<file path="src/rtl/nn_key_debounce_if.sv">
// Key conditioner signal bundle: raw pins and clears in, clean levels/pulses/flags out.
interface nn_key_debounce_if #(
    parameter int KEY_NUM = 4
);
    logic [KEY_NUM-1:0] KEY_RAW;
    logic [KEY_NUM-1:0] EVENT_CLR;
    logic [KEY_NUM-1:0] KEY_OUT;
    logic [KEY_NUM-1:0] KEY_PRESS;
    logic [KEY_NUM-1:0] KEY_RELEASE;
    logic [KEY_NUM-1:0] KEY_EVENT;

    modport master (
        output KEY_RAW, EVENT_CLR,
        input  KEY_OUT, KEY_PRESS, KEY_RELEASE, KEY_EVENT
    );

    modport slave (
        input  KEY_RAW, EVENT_CLR,
        output KEY_OUT, KEY_PRESS, KEY_RELEASE, KEY_EVENT
    );
endinterface

</file>
<file path="src/rtl/nn_key_debounce.sv">
// Per-key two-flop synchroniser and counter debouncer feeding the core KEY input,
// with registered press/release pulses and sticky press flags.
module nn_key_debounce #(
    parameter int KEY_NUM         = 4,
    parameter int DEBOUNCE_CYCLES = 20000,
    parameter int CNT_W           = 16,
    parameter int KEY_ACTIVE_LOW  = 1
) (
    input logic               CLK,
    input logic               RST_N,
    nn_key_debounce_if.slave  kif
);

    localparam logic               ACT_LOW  = (KEY_ACTIVE_LOW != 0);
    localparam logic [KEY_NUM-1:0] IDLE_PIN = {KEY_NUM{ACT_LOW}};
    localparam logic [CNT_W-1:0]   CNT_LAST = CNT_W'(DEBOUNCE_CYCLES - 1);

    logic [KEY_NUM-1:0] sync1_q, sync1_d;
    logic [KEY_NUM-1:0] sync2_q, sync2_d;
    logic [KEY_NUM-1:0] stable_q, stable_d;
    logic [KEY_NUM-1:0] press_q, press_d;
    logic [KEY_NUM-1:0] release_q, release_d;
    logic [KEY_NUM-1:0] event_q, event_d;
    logic [CNT_W-1:0]   cnt_q [KEY_NUM];
    logic [CNT_W-1:0]   cnt_d [KEY_NUM];
    logic [KEY_NUM-1:0] pressed;

    always_comb begin
        sync1_d   = kif.KEY_RAW;
        sync2_d   = sync1_q;
        pressed   = sync2_q ^ IDLE_PIN;
        stable_d  = stable_q;
        for (int i = 0; i < KEY_NUM; i++) begin
            cnt_d[i] = cnt_q[i];
            if (pressed[i] == stable_q[i]) begin
                cnt_d[i] = '0;
            end else if (cnt_q[i] == CNT_LAST) begin
                stable_d[i] = pressed[i];
                cnt_d[i]    = '0;
            end else begin
                cnt_d[i] = cnt_q[i] + 1'b1;
            end
        end
        // Pulses are registered alongside stable so they line up with KEY_OUT's first new cycle
        press_d   = stable_d & ~stable_q;
        release_d = ~stable_d & stable_q;
        event_d   = press_d | (event_q & ~kif.EVENT_CLR);
    end

    always_ff @(posedge CLK or negedge RST_N) begin
        if (!RST_N) begin
            sync1_q   <= IDLE_PIN;
            sync2_q   <= IDLE_PIN;
            stable_q  <= '0;
            press_q   <= '0;
            release_q <= '0;
            event_q   <= '0;
            for (int i = 0; i < KEY_NUM; i++) begin
                cnt_q[i] <= '0;
            end
        end else begin
            sync1_q   <= sync1_d;
            sync2_q   <= sync2_d;
            stable_q  <= stable_d;
            press_q   <= press_d;
            release_q <= release_d;
            event_q   <= event_d;
            for (int i = 0; i < KEY_NUM; i++) begin
                cnt_q[i] <= cnt_d[i];
            end
        end
    end

    assign kif.KEY_OUT     = stable_q;
    assign kif.KEY_PRESS   = press_q;
    assign kif.KEY_RELEASE = release_q;
    assign kif.KEY_EVENT   = event_q;

endmodule

</file>
<file path="src/flat_wrapper.sv">
// flat-port wrapper written by rule: the top's interface ports become plain ports
module nn_key_debounce_flat 
#(
    parameter int KEY_NUM         = 4,
    parameter int DEBOUNCE_CYCLES = 20000,
    parameter int CNT_W           = 16,
    parameter int KEY_ACTIVE_LOW  = 1
)
  (CLK, RST_N, kif_KEY_RAW, kif_EVENT_CLR, kif_KEY_OUT, kif_KEY_PRESS, kif_KEY_RELEASE, kif_KEY_EVENT);
  nn_key_debounce_if #(.KEY_NUM(KEY_NUM)) kif_i ();
  input logic CLK;
  input logic RST_N;
  input wire logic [$bits(kif_i.KEY_RAW)-1:0] kif_KEY_RAW;
  input wire logic [$bits(kif_i.EVENT_CLR)-1:0] kif_EVENT_CLR;
  output wire logic [$bits(kif_i.KEY_OUT)-1:0] kif_KEY_OUT;
  output wire logic [$bits(kif_i.KEY_PRESS)-1:0] kif_KEY_PRESS;
  output wire logic [$bits(kif_i.KEY_RELEASE)-1:0] kif_KEY_RELEASE;
  output wire logic [$bits(kif_i.KEY_EVENT)-1:0] kif_KEY_EVENT;
  assign kif_i.KEY_RAW = kif_KEY_RAW;
  assign kif_i.EVENT_CLR = kif_EVENT_CLR;
  assign kif_KEY_OUT = kif_i.KEY_OUT;
  assign kif_KEY_PRESS = kif_i.KEY_PRESS;
  assign kif_KEY_RELEASE = kif_i.KEY_RELEASE;
  assign kif_KEY_EVENT = kif_i.KEY_EVENT;
  nn_key_debounce #(.KEY_NUM(KEY_NUM), .DEBOUNCE_CYCLES(DEBOUNCE_CYCLES), .CNT_W(CNT_W), .KEY_ACTIVE_LOW(KEY_ACTIVE_LOW)) u_core (.CLK(CLK), .RST_N(RST_N), .kif(kif_i));
endmodule
</file>
<file path="config.mk">
export PLATFORM = sky130hd
export DESIGN_NAME = nn_key_debounce_flat
export DESIGN_NICKNAME = d
export VERILOG_FILES = /design/src/rtl/nn_key_debounce_if.sv /design/src/rtl/nn_key_debounce.sv /design/src/flat_wrapper.sv
export SDC_FILE = /design/constraint.sdc
export NUM_CORES = 1
export LEC_CHECK = 0
export ABC_AREA = 1
export CAP_MARGIN = 10
export CELL_PAD_IN_SITES_DETAIL_PLACEMENT = 0
export CELL_PAD_IN_SITES_GLOBAL_PLACEMENT = 1
export CORE_ASPECT_RATIO = 0.5
export CORE_MARGIN = 3
export CORE_UTILIZATION = 45
export DETAILED_ROUTE_END_ITERATION = 7
export PLACE_DENSITY_LB_ADDON = 0.1
export SLEW_MARGIN = 40
export SYNTH_ARGS = -nofsm -noshare
export SYNTH_HDL_FRONTEND = slang
export SYNTH_SLANG_ARGS = --single-unit
</file>
<file path="constraint.sdc">
create_clock -name CLK -period 3.8 [get_ports CLK]
set_clock_uncertainty 0.15 [all_clocks]
set_input_delay 0.76 -clock CLK [delete_from_list [all_inputs] [get_ports CLK]]
set_output_delay 0.76 -clock CLK [all_outputs]
set_load 0.01 [all_outputs]
</file>
==> qor.yml <==
worst_setup_path:
  crit_chain: "clkdlybuf4s50_1"
  r2r_cells: 6
  crit_arrival_ns: 1.29
  critPathTopFamily: "buffers and inverters"
  cp.required_ns: 2.89
  path_buf_inv: 1
  critPathKind: "flip-flop to output pin"
  r2r_slack_ns: 2.02
  timing.rr.start: "u_core.cnt_q[32]"
  r2r_end: "u_core.cnt_q[42]"
  cp_slowest_cell: "clkdlybuf4s50_1"
  critPathMaxStageDelay_ns: 0.57
  cp-start-kind: "flip-flop"
  cp_max_fo: 4
  end_kind: "output pin"
route:
  wl_mm: 10.18
  wl_per_cell_um: 12.79
  dr.pass1.iters: 5
  drc: 0
  via_per_inst: 4.727
  drt_iter0_drc: 165
  vias: 3763
  ant_nets: 0
run_status:
  status: "completed"
finish:
  final_layout_size_suffix_gt1_share_pct: 8.623
  fillCellCount: 968
  antenna_cells: 0
  multi_input_area_sq_um: 2054
  fin_util_pct: 54.67
  stdcell_count: 796
  finalNetCount: 670
  postLayoutCellArea_sq_um: 5284
  area_delta_synth_final_pct: 15.48
  ff_latch_area_sq_um: 2212
floorplanning:
  rows: 25
  die_h_um: 77.30
  initial_core_util_pct: 47.34
  coreArea_sq_um: 9666
  ios: 26
  die_width_um: 148.6
  die_area_sq_um: 11490
clock_network:
  clk_latency_ns: 0.34
  cts-htree-levels: 3
  cts_buffers: 9
  cts_buffer_depth: 2
  ctsHoldBuffers: 0
  cts_tree: "built"
  clock_sinks: 88
  post_cts_buffers: 0
  post_cts_resized: 0
  clk_pin_slew_ns: 0.06
  cts_root_buf: "clkbuf_16"
logic_synthesis:
  yosysUniqueCellTypes: 25
  synth-async-reset-ratio_pct: 100.0
  synth_top_area_cell: "dfrtp_1"
  ys.flop_type: "dfrtp_1"
  ys_top_cells_by_area: "dfrtp_1 44%, nor2_1 13%, nand2_1 12%"
  syn_nets: 633
  yosys_warnings: 0
  synth_most_common_cell: "nor2_1"
  synth_seq_area_share_pct: 48.35
  synth_cells: 619
  synth_edf_count: 0
  ys_top_cells_by_count: "163 x nor2_1, 150 x nand2_1, 80 x dfrtp_1, 75 x inv_1, 30 x nand3_1"
  synth_top_cell_area_share_pct: 43.75
  syn-cell-area_sq_um: 4576
  synth-seq-cells: 88
  avgSynthCellArea_sq_um: 7.392
place:
  place_inst: 780
  dp_hpwl_mm: 7.606
  globalplace.congestion: 0.8529
  dpl-instance-area_sq_um: 5002
  io_buffers: 25
power:
  power_density_nw_per_um2: 354.6
  power_w: 0.001873
  ir_drop_mv: 0.1895
  leakagePower_nw: 2.263
sta:
  worst-slew-pin-transition_ns: 0.5446
  fin_crit_ns: 2.204
  slew_violations: 0
  tns_ns: 0
  min_period_over_period_pct: 58.00
  rsz0062_at_grt: "false"
  relSlewSlack_pct: 63.69
  fmax_mhz: 453.7
  finalSetupViolCount: 0
  hold_viol_final: 0
global_routing:
  overflow: 0
  grt_pass1_vias: 3761
  antenna_found_initial: 0
  grt_use_total_pct: 20.08
  grt_pass1_wl_mm: 18.45
  grt_max_degree: 59
hold_path:
  min_to: "u_core.sync2_q[3]"
  hold_class: "flip-flop to flip-flop"
  holdPathStages: 0
  min_from: "u_core.sync1_q[3]"
run:
  drv_cap: 0
[routing by layer]
layer / routed length [um] / global-route usage, %
met4: 140 / 5.253
met3: 422 / 4.841
met5: 0 / 0
met1: 5224 / 28.66
met2: 4391 / 30.69
[cell usage in the layout, fill, tap and decap left out, types with 10 or more instances in the layout]
cell / netlist / layout
dfrtp_1: 80 / 80
nor2_1: 163 / 163
inv_1: 75 / 75
o21ai_1: 11 / 11
nor2_2: 10 / 10
nand2_1: 150 / 150
nand4_1: 17 / 17
nand2_2: 12 / 12
clkdlybuf4s50_1: 0 / 24
nand3_1: 30 / 30
[worst reg2reg max path, stage by stage (launching register included)]
cell and delay [ns]:
dfrtp_1 0.39, ha_1 0.26, nand3_1 0.18, nor2_1 0.22, nand2_1 0.20, nand2_2 0.18
nor2_1 0.07
[registers in the layout, summed over array words and instances (netlist names)]
signal / flops
u_core.kif.KEY_EVENT: 4
u_core.sync1_q: 4
u_core.kif.KEY_OUT: 4
u_core.kif.KEY_PRESS: 4
u_core.cnt_q: 64
u_core.kif.KEY_RELEASE: 4
u_core.sync2_q: 4
[cells by family (layout without fill, tap and decap cells)]
logic type,Yosys count,after routing,share of synthesized area (%)
flip-flops,88,88,48.35
AND/OR/NAND/NOR,396,396,36.59
AO/OA/AOI/OAI,31,31,3.773
XOR/XNOR,18,18,3.446
adder cells (fa/ha/maj),4,4,1.094
buffers and inverters,82,124,6.754
[report_power, final]
part | internal, W | switching (W) | leakage (nW)
sequential | 0.000955 | 0.0000122 | 1.19
combinational | 0.0000251 | 0.0000506 | 0.936
clock | 0.000477 | 0.000353 | 0.136
total | 0.00146 | 0.000416 | 2.26
[worst max path at each step]
stage                                      from                 to  slack, ns  cells past startpoint
after floorplan                u_core.cnt_q[48]   u_core.cnt_q[53]       2.34                      6
after global placement    u_core.kif.KEY_OUT[2]     kif_KEY_OUT[2]       1.95                      1
after detailed placement                  RST_N  u_core.sync2_q[1]       1.95                      2
after CTS                 u_core.kif.KEY_OUT[2]     kif_KEY_OUT[2]       1.57                      1
after global routing      u_core.kif.KEY_OUT[2]     kif_KEY_OUT[2]       1.54                      1
final                     u_core.kif.KEY_OUT[2]     kif_KEY_OUT[2]       1.60                      1
[metrics by stage]
step                      worst slack (ns)  hold slack, ns
after floorplan                      2.341          0.1952
after global placement               1.953          0.1964
after detailed placement             1.945          0.1988
after CTS                            1.573          0.2048
after global routing                 1.537          0.2060
final                                1.596          0.2043
[layout make-up]
| class | instances | area share [%] |
|---|---|---|
| Clock inverter | 3 | 0.3315 |
| Timing Repair Buffer | 27 | 5.044 |
| Sequential cell | 88 | 41.87 |
| Clock buffer | 13 | 4.925 |
| Tap cell | 135 | 3.197 |
| Inverter | 81 | 5.754 |
| Multi-Input combinational cell | 449 | 38.88 |
Note: power is estimated with default switching activity, not from simulation.
